[src/rtl/isp_wb_pkg.sv]
// Shared types and address-field layout for the ISP Wishbone slave controller.
package isp_wb_pkg;

  typedef enum logic [1:0] {StIdle, StBusy, StResp} wb_state_e;

  localparam int unsigned IdxW   = 2;
  localparam int unsigned IdxLsb = 12;
  localparam int unsigned OffW   = 12;
  localparam int unsigned HiLsb  = 14;
  localparam int unsigned HiMsb  = 15;
  localparam int unsigned TmoW   = 10;

  localparam logic [31:0] ErrDataDef = 32'hDEAD_BEEF;

  function automatic logic [7:0] sat_inc8(input logic [7:0] v);
    return (v == 8'hFF) ? v : v + 8'd1;
  endfunction

endpackage

[src/rtl/isp_wb_tmo.sv]
// Slave-ack timeout counter: cleared outside BUSY, counts up while enabled.
module isp_wb_tmo
  import isp_wb_pkg::*;
#(
  parameter int unsigned TMO = 255
) (
  input  logic clk,
  input  logic rst,
  input  logic clr,
  input  logic en,
  output logic expire
);

  logic [TmoW-1:0] cnt_q;

  assign expire = en && (cnt_q == TmoW'(TMO - 1));

  always_ff @(posedge clk or posedge rst) begin
    if (rst) begin
      cnt_q <= '0;
    end else if (clr) begin
      cnt_q <= '0;
    end else if (en && !expire) begin
      cnt_q <= cnt_q + 1'b1;
    end
  end

endmodule

[src/rtl/isp_wb_ctrl.sv]
// Management Wishbone to per-slave ISP bus bridge with decode, timeout and error reporting.
module isp_wb_ctrl
  import isp_wb_pkg::*;
#(
  parameter int unsigned NSLV     = 4,
  parameter int unsigned TMO      = 255,
  parameter logic [31:0] ERR_DATA = ErrDataDef
) (
  input  logic                 wb_clk_i,
  input  logic                 wb_rst_i,
  input  logic                 wbs_cyc_i,
  input  logic                 wbs_stb_i,
  input  logic                 wbs_we_i,
  input  logic [3:0]           wbs_sel_i,
  input  logic [31:0]          wbs_adr_i,
  input  logic [31:0]          wbs_dat_i,
  output logic                 wbs_ack_o,
  output logic [31:0]          wbs_dat_o,
  output logic [NSLV-1:0]      s_cyc_o,
  output logic [NSLV-1:0]      s_stb_o,
  output logic                 s_we_o,
  output logic [3:0]           s_sel_o,
  output logic [OffW-1:0]      s_adr_o,
  output logic [31:0]          s_dat_o,
  input  logic [NSLV-1:0]      s_ack_i,
  input  logic [NSLV*32-1:0]   s_dat_i,
  output logic                 err_irq_o,
  output logic [7:0]           err_cnt_o
);

  wb_state_e       state_q;
  logic [NSLV-1:0] s_cyc_q;
  logic            we_q;
  logic [3:0]      sel_q;
  logic [OffW-1:0] off_q;
  logic [31:0]     wdat_q;
  logic [IdxW-1:0] idx_q;
  logic            ack_q;
  logic [31:0]     rdat_q;
  logic            err_irq_q;
  logic [7:0]      err_cnt_q;

  logic [IdxW-1:0] req_idx;
  logic            mapped;
  logic            hit;
  logic            expire;
  logic [31:0]     slv_rdata;
  logic            unused_adr_hi;

  assign req_idx       = wbs_adr_i[IdxLsb +: IdxW];
  assign mapped        = (wbs_adr_i[HiMsb:HiLsb] == '0) && (32'(req_idx) < 32'(NSLV));
  // Strobe vector is one-hot, so masking with it ignores acks from other slaves.
  assign hit           = |(s_ack_i & s_cyc_q);
  assign unused_adr_hi = ^wbs_adr_i[31:HiMsb+1];

  always_comb begin
    slv_rdata = '0;
    for (int k = 0; k < int'(NSLV); k++) begin
      if (idx_q == IdxW'(k)) slv_rdata = s_dat_i[32*k +: 32];
    end
  end

  isp_wb_tmo #(
    .TMO (TMO)
  ) u_tmo (
    .clk    (wb_clk_i),
    .rst    (wb_rst_i),
    .clr    (state_q != StBusy),
    .en     (state_q == StBusy),
    .expire (expire)
  );

  always_ff @(posedge wb_clk_i or posedge wb_rst_i) begin
    if (wb_rst_i) begin
      state_q   <= StIdle;
      s_cyc_q   <= '0;
      we_q      <= 1'b0;
      sel_q     <= '0;
      off_q     <= '0;
      wdat_q    <= '0;
      idx_q     <= '0;
      ack_q     <= 1'b0;
      rdat_q    <= '0;
      err_irq_q <= 1'b0;
      err_cnt_q <= '0;
    end else begin
      err_irq_q <= 1'b0;
      unique case (state_q)
        StIdle: begin
          if (wbs_cyc_i && wbs_stb_i) begin
            we_q   <= wbs_we_i;
            sel_q  <= wbs_sel_i;
            off_q  <= wbs_adr_i[OffW-1:0];
            wdat_q <= wbs_dat_i;
            idx_q  <= req_idx;
            if (mapped) begin
              state_q <= StBusy;
              s_cyc_q <= NSLV'(1) << req_idx;
            end else begin
              state_q   <= StResp;
              ack_q     <= 1'b1;
              rdat_q    <= ERR_DATA;
              err_irq_q <= 1'b1;
              err_cnt_q <= sat_inc8(err_cnt_q);
            end
          end
        end
        StBusy: begin
          // Abort beats a same-cycle ack: the master has already walked away.
          if (!wbs_cyc_i) begin
            state_q <= StIdle;
            s_cyc_q <= '0;
          end else if (hit) begin
            state_q <= StResp;
            s_cyc_q <= '0;
            ack_q   <= 1'b1;
            rdat_q  <= we_q ? 32'h0 : slv_rdata;
          end else if (expire) begin
            state_q   <= StResp;
            s_cyc_q   <= '0;
            ack_q     <= 1'b1;
            rdat_q    <= ERR_DATA;
            err_irq_q <= 1'b1;
            err_cnt_q <= sat_inc8(err_cnt_q);
          end
        end
        StResp: begin
          state_q <= StIdle;
          ack_q   <= 1'b0;
          rdat_q  <= '0;
        end
        default: begin
          state_q <= StIdle;
          s_cyc_q <= '0;
          ack_q   <= 1'b0;
          rdat_q  <= '0;
        end
      endcase
    end
  end

  assign wbs_ack_o = ack_q;
  assign wbs_dat_o = rdat_q;
  assign s_cyc_o   = s_cyc_q;
  assign s_stb_o   = s_cyc_q;
  assign s_we_o    = we_q;
  assign s_sel_o   = sel_q;
  assign s_adr_o   = off_q;
  assign s_dat_o   = wdat_q;
  assign err_irq_o = err_irq_q;
  assign err_cnt_o = err_cnt_q;

endmodule

[config.mk]
export PLATFORM = sky130hd
export DESIGN_NAME = isp_wb_ctrl
export DESIGN_NICKNAME = d
export VERILOG_FILES = /design/src/rtl/isp_wb_pkg.sv /design/src/rtl/isp_wb_tmo.sv /design/src/rtl/isp_wb_ctrl.sv
export SDC_FILE = /design/constraint.sdc
export NUM_CORES = 1
export LEC_CHECK = 0
export BUFFER_PORTS_ARGS = -buffer_cell sky130_fd_sc_hd__buf_2
export CAP_MARGIN = 30
export CORE_MARGIN = 1
export CORE_UTILIZATION = 35
export CTS_BUF_LIST = sky130_fd_sc_hd__clkbuf_4 sky130_fd_sc_hd__clkbuf_8 sky130_fd_sc_hd__clkbuf_16
export DETAILED_ROUTE_END_ITERATION = 8
export PLACE_DENSITY = 0.66
export SETUP_SLACK_MARGIN = 0.2
export SYNTH_ARGS = -nofsm -noshare
export SYNTH_HDL_FRONTEND = slang
export SYNTH_SLANG_ARGS = --single-unit
export TNS_END_PERCENT = 10
[constraint.sdc]
create_clock -name wb_clk_i -period 3.31 [get_ports wb_clk_i]
set_input_delay 0 -clock wb_clk_i [delete_from_list [all_inputs] [get_ports wb_clk_i]]
set_output_delay 0 -clock wb_clk_i [all_outputs]
set_load 0.01 [all_outputs]
==> impl_metrics.ini, run 1 <==
[yosys]
yosysTopAreaCellShare_pct = 50.78
synth_ff_type = dfrtp_1
post_synth_inst_count = 424
yosysUniqueCellTypes = 37
synth_area_per_cell_sq_um = 12.67
ys_top_cells_by_area = dfrtp_1 (51%), mux4_2 (13%), mux2_2 (11%), o31ai_1 (3.5%), nand2_1 (2.7%)
async_flop_share_pct = 100.0
synth_largest_area_cell = dfrtp_1
ys_ff_latch = 109
syn_area_sq_um = 5371
yosysWarnings = 0
synth_fp_nets = 632
synth_edf_count = 0
ys_seq_area_share_pct = 50.78

[worst_setup_path]
crit_arrival_ns = 2.87
required_ns = 3.56
path_max_fanout = 43
reg2reg_from = state_q[0]
path_class = reg2reg
start_kind = flip-flop
cp-startpoint = state_q[0]
crit_path_end_kind = flip-flop

[timing]
finalCriticalPeriod_ns = 2.623
rsz0062_at_grt = false
hold_violations = 0
skew_ns = 0.01523
min_period_over_period_pct = 79.26
tightest_slew_ns = 0.6915
fmax_ghz = 0.3812
tns_ns = 0
setup_viol = 0
relSlewSlack_pct = 53.90
drv_slew = 0

[cells_and_area]
final_area_sq_um = 7790
finalNonFillerCells = 940
final_util_pct = 52.80
area_growth_pct = 45.03
antenna_cells = 0
drive_above_1_share_pct = 53.44
fin_nets = 960

[hold_path]
holdCritPathClass = in2reg
hold_path_startpoint = wbs_stb_i

[placed_design]
port_buffers = 287
place_area_sq_um = 6934
placedCellCount = 869
dpl.hpwl_mm = 11.00
globalplace.congestion = 0.8004

[clock_tree]
root_buffer = clkbuf_16
cts.sinks = 109
cts_buffers = 9
clkSlewWorstSetupHoldPaths_ns = 0.07
cts-resized-gates = 0
cts_tree = built
cts_setup_buffers = 0
cts_buffer_depth = 2
insertion_delay_ns = 0.35
htreeDepth = 3

[global_routing]
grt_max_degree = 54
first_global_vias = 4788
grt_pass1_wl_mm = 23.86
antenna_found_initial = 0
grt_usage_pct = 19.15
grt-ovfl-total = 0

[floorplan]
die_area_sq_um = 15850
core-area_sq_um = 14750
die_w_um = 125.9
rows = 44
die_y_um = 125.9
ios = 304
start_util_pct = 36.41

[pwr]
total_power_mw = 5.992
power_density_nw_per_um2 = 769.2
peakVddDrop_uv = 414.0
leakagePower_nw = 3.774

[detailed_routing]
avgRoutedWirePerCell_um = 15.89
vias = 4680
detail-route-antenna-nets = 0
dr.pass1.iters = 4
via_per_inst = 4.979
drt_iter0_drc = 168
drc = 0
wirelength_mm = 14.94

[flow_run]
drv_cap = 0

[run_status]
status = finished, final reports clean
==> metal layers <==
layer,up-vias,part of all wire (%),GRT usage [%]
met2,215,50,33.54
met1,2238,42,23.57
met5,-,0,0
met4,0,1.9,6.804
met3,20,6.0,3.611
li1,2207,-,-
==> timing repair <==
| action | 4_1_cts | 5_1_grt |
|---|---|---|
| setup endpoints to repair | 0 | 0 |
| hold buffers | 55 | 0 |
| hold endpoints to repair | 104 | 0 |
==> area by class of cell <==
cell class / count / area (sq um)
Clock inverter: 5 / 46.29
Clock buffer: 10 / 239.0
Tap cell: 184 / 230.2
Timing Repair Buffer: 353 / 2095
Multi-Input combinational cell: 266 / 2400
Sequential cell: 109 / 2729
Inverter: 13 / 51.30
Fill cell: 1270 / 6964
==> cell usage after synthesis, drive strengths merged, types with 2 or more instances <==
master and count:
nor3 2, ha 3, xnor2 7, o21ai 13
nand4 9, clkbuf 12, nand2b 2, nor4 2
o21a 3, xor2 6, inv 12, mux2 55
a21oi 26, o31ai 25, nand2 38, nor2 15
and4 2, mux4 32, buf 24, dfrtp 109
a22oi 2, and3 6, nand3 8
==> worst paths after layout <==
| path | depth (start not counted) | slack (ns) | end |
|---|---|---|---|
| setup / recovery | 6 | 0.69 | err_irq_o |
| hold / removal | 4 | 0.05 | state_q[0] |
| setup reg to reg | 6 | 0.69 | err_irq_o |
| hold reg to reg | 2 | 0.47 | wbs_dat_o[9] |
| max in group asynchronous | 4 | 1.95 | s_dat_o[20] |
| min in group asynchronous | 3 | 0.31 | s_dat_o[6] |
==> state kept, by name, indices dropped and copies added, names as in the netlist <==
signal and flops:
idx_q 2, err_irq_o 1, state_q 2, s_adr_o 12, s_cyc_o 4, err_cnt_o 8
s_sel_o 4, s_dat_o 32, wbs_ack_o 1, s_we_o 1, u_tmo.cnt_q 10, wbs_dat_o 32
==> where the power goes <==
part           switching [mW]  internal (mW)
Sequential              0.338           1.88
Clock                   0.484          0.538
Combinational            1.36           1.39
==> cell usage in the layout (no fill, tap or decap), types with 3 or more instances in the layout <==
cell           Yosys  routed
buf_2             16     287
dfrtp_1          109     108
dlygate4sd3_1      0      55
mux2_2            54      54
nand2_1           38      38
mux4_2            32      32
a21oi_1           26      26
o31ai_1           25      25
nor2_1            15      15
o21ai_0           13      13
inv_1             12      11
nand4_1            9       9
clkbuf_16          0       9
buf_4              5       9
nand3_1            8       8
xnor2_1            7       7
xor2_1             6       6
and3_1             6       5
clkinv_4           0       4
o21a_1             3       3
ha_1               3       3
==> kinds of logic (layout without fill, tap and decap cells) <==
group / Yosys count / after routing / synth area share [%]
multiplexers: 87 / 87 / 24.95
buffers and inverters: 49 / 381 / 4.565
AO/OA/AOI/OAI: 75 / 75 / 9.131
XOR/XNOR: 13 / 13 / 2.120
flip-flops: 109 / 109 / 50.78
AND/OR/NAND/NOR: 88 / 88 / 7.757
adder cells (fa/ha/maj): 3 / 3 / 0.6989
==> worst max-delay path, stage by stage, from the launching register on <==
cell and delay, ns:
dfrtp_1 0.48, nor2_1 0.29, and3_2 0.44, buf_4 0.51
o21ai_0 0.15, dlygate4sd3_1 0.58, o31ai_1 0.07
==> through the flow <==
step | hold WS (ns) | setup WS [ns]
after floorplan | 0.1168 | 0.4361
after global placement | 0.1420 | 1.024
after detailed placement | 0.1521 | 0.9828
after CTS | 0.02001 | 0.6747
after global routing | 0.04951 | 0.4498
final | 0.04653 | 0.6865
Note: power is estimated with default switching activity, not from simulation.
==> run 2: changes to the inputs <==
clock period = 2.6 ns   (was 3.31 ns; I/O delays follow)
==> run 2 against run 1 <==
Compared with the run above: final area is 0.82% higher; hold slack gained 0.021 ns; setup slack lost 0.28 ns; sequential share of layout area fell by 0.28 points; clock skew is 0.0040 ns lower; non-clock buffer count did not move; clock power up 39%; die area is the same; largest power group unchanged.
==> impl_metrics.ini, run 2 (synthesis results as in run 1) <==
[worst_setup_path]
path_class = reg2reg
required_ns = 2.82
start_kind = flip-flop
crit_path_end_kind = flip-flop
path_max_fanout = 6
crit_arrival_ns = 2.42

[cells_and_area]
final_cell_mix = buf_2 (287), dfrtp_1 (108), dlygate4sd3_1 (55)
drive_above_1_share_pct = 53.63
multi_input_area_sq_um = 2406
fin_nets = 960
fillers = 1277
final_common_cell = buf_2
finalNonFillerCells = 942
area_growth_pct = 46.21
seq_area_sq_um = 2729

[pwr]
leakagePower_nw = 3.784
peakVddDrop_uv = 536.5
power_density_nw_per_um2 = 985.0
total_power_mw = 7.736

[clock_tree]
cts_setup_buffers = 0
cts_tree = built
clkSlewWorstSetupHoldPaths_ns = 0.08
insertion_delay_ns = 0.34
cts_buffers = 9
cts_buffer_depth = 2
root_buffer = clkbuf_16
cts.sinks = 109
htreeDepth = 3

[detailed_routing]
avgRoutedWirePerCell_um = 15.98
vias = 4689
drc = 0
drt_iter0_drc = 263
via_per_inst = 4.978
wirelength_mm = 15.05
dr.pass1.iters = 4
detail-route-antenna-nets = 0

[timing]
setup_viol = 0
tightest_slew_ns = 0.8085
finalCriticalPeriod_ns = 2.195
relSlewSlack_pct = 45.77
whs_ns = 0.06767
fmax_ghz = 0.4555
min_period_over_period_pct = 84.44
tns_ns = 0
drv_slew = 0
rsz0062_at_grt = false
hold_violations = 0
skew_ns = 0.01126

[placed_design]
placedCellCount = 870
port_buffers = 287
globalplace.congestion = 0.8118
dpl.hpwl_mm = 10.99

[global_routing]
grt_max_degree = 64
grt_pass1_wl_mm = 23.82
grt_usage_pct = 19.11
grt-ovfl-total = 0
antenna_found_initial = 0
first_global_vias = 4728

[floorplan]
core-area_sq_um = 14750
ios = 304
start_util_pct = 36.41
rows = 44
die_y_um = 125.9
die_w_um = 125.9
die_area_sq_um = 15850

[run_status]
status = finished, final reports clean

[hold_path]
holdCritPathClass = in2reg

[flow_run]
drv_cap = 0
## run 2: cell count changes in the layout (fill, tap and decap cells not counted), moves of 2 or more
| cell | previous run | this run |
|---|---|---|
| clkinv_4 | 4 | 0 |
| buf_4 | 9 | 7 |
| buf_12 | 2 | 4 |
| clkinvlp_4 | 0 | 3 |
## run 2: repair_timing
item | 4_1_cts | 5_1_grt
resized for setup | 0 | 2
endpoints found under the hold margin | 127 | 0
hold buffers | 55 | 0
endpoints found under the setup margin | 0 | 1
## run 2: worst max-delay path: stages, from the launching register on
cell,delay [ns]
dfrtp_1,0.40
inv_1,0.10
ha_1,0.15
and4bb_1,0.23
and3_1,0.38
nor3_1,0.11
nor2_1,0.33
mux2_2,0.39
## run 2: final cells by class
type                    count  area share [%]
diodes                      1         0.03186
well taps                 184           2.931
repair buffers            353           26.99
clock buffers              12           3.314
inverters                  13          0.6691
flip-flops and latches    109           34.75
clock inverters             4          0.6850
multi-input cells         266           30.64
## run 2: final timing paths
check | startpoint | end | slack (ns) | depth (start not counted)
setup / recovery | u_tmo.cnt_q[0] | s_cyc_o[1] | 0.40 | 7
hold / removal | wbs_stb_i | state_q[0] | 0.07 | 4
setup reg to reg | u_tmo.cnt_q[0] | s_cyc_o[1] | 0.40 | 7
hold reg to reg | wbs_dat_o[10] | wbs_dat_o[10] | 0.48 | 2
max in group asynchronous | wb_rst_i | idx_q[0] | 1.66 | 4
min in group asynchronous | wb_rst_i | wbs_dat_o[26] | 0.17 | 3
## run 2: stage by stage
step | setup slack, ns | instance area [sq um] | utilization, %
after CTS | 0.2292 | 7845 | 53.17
after detailed placement | 0.4194 | 6980 | 47.31
after global placement | 0.4916 | 6980 | 47.31
after floorplan | 0.7110 | 5375 | -
final | 0.4045 | 7854 | 53.23
after global routing | 0.2590 | 7851 | 53.21
## run 2: report_power, final
part	total (mW)	switching (mW)	internal (mW)
clock network	1.42	0.602	0.814
registers	2.79	0.403	2.39
logic	3.53	1.75	1.77
## run 2: routing by layer
layer	GRT usage, %	wire [um]	up-vias
met5	0	0	-
li1	-	-	2206
met1	23.22	6172	2258
met3	3.398	883	14
met2	34.58	7843	211
met4	5.457	152	0
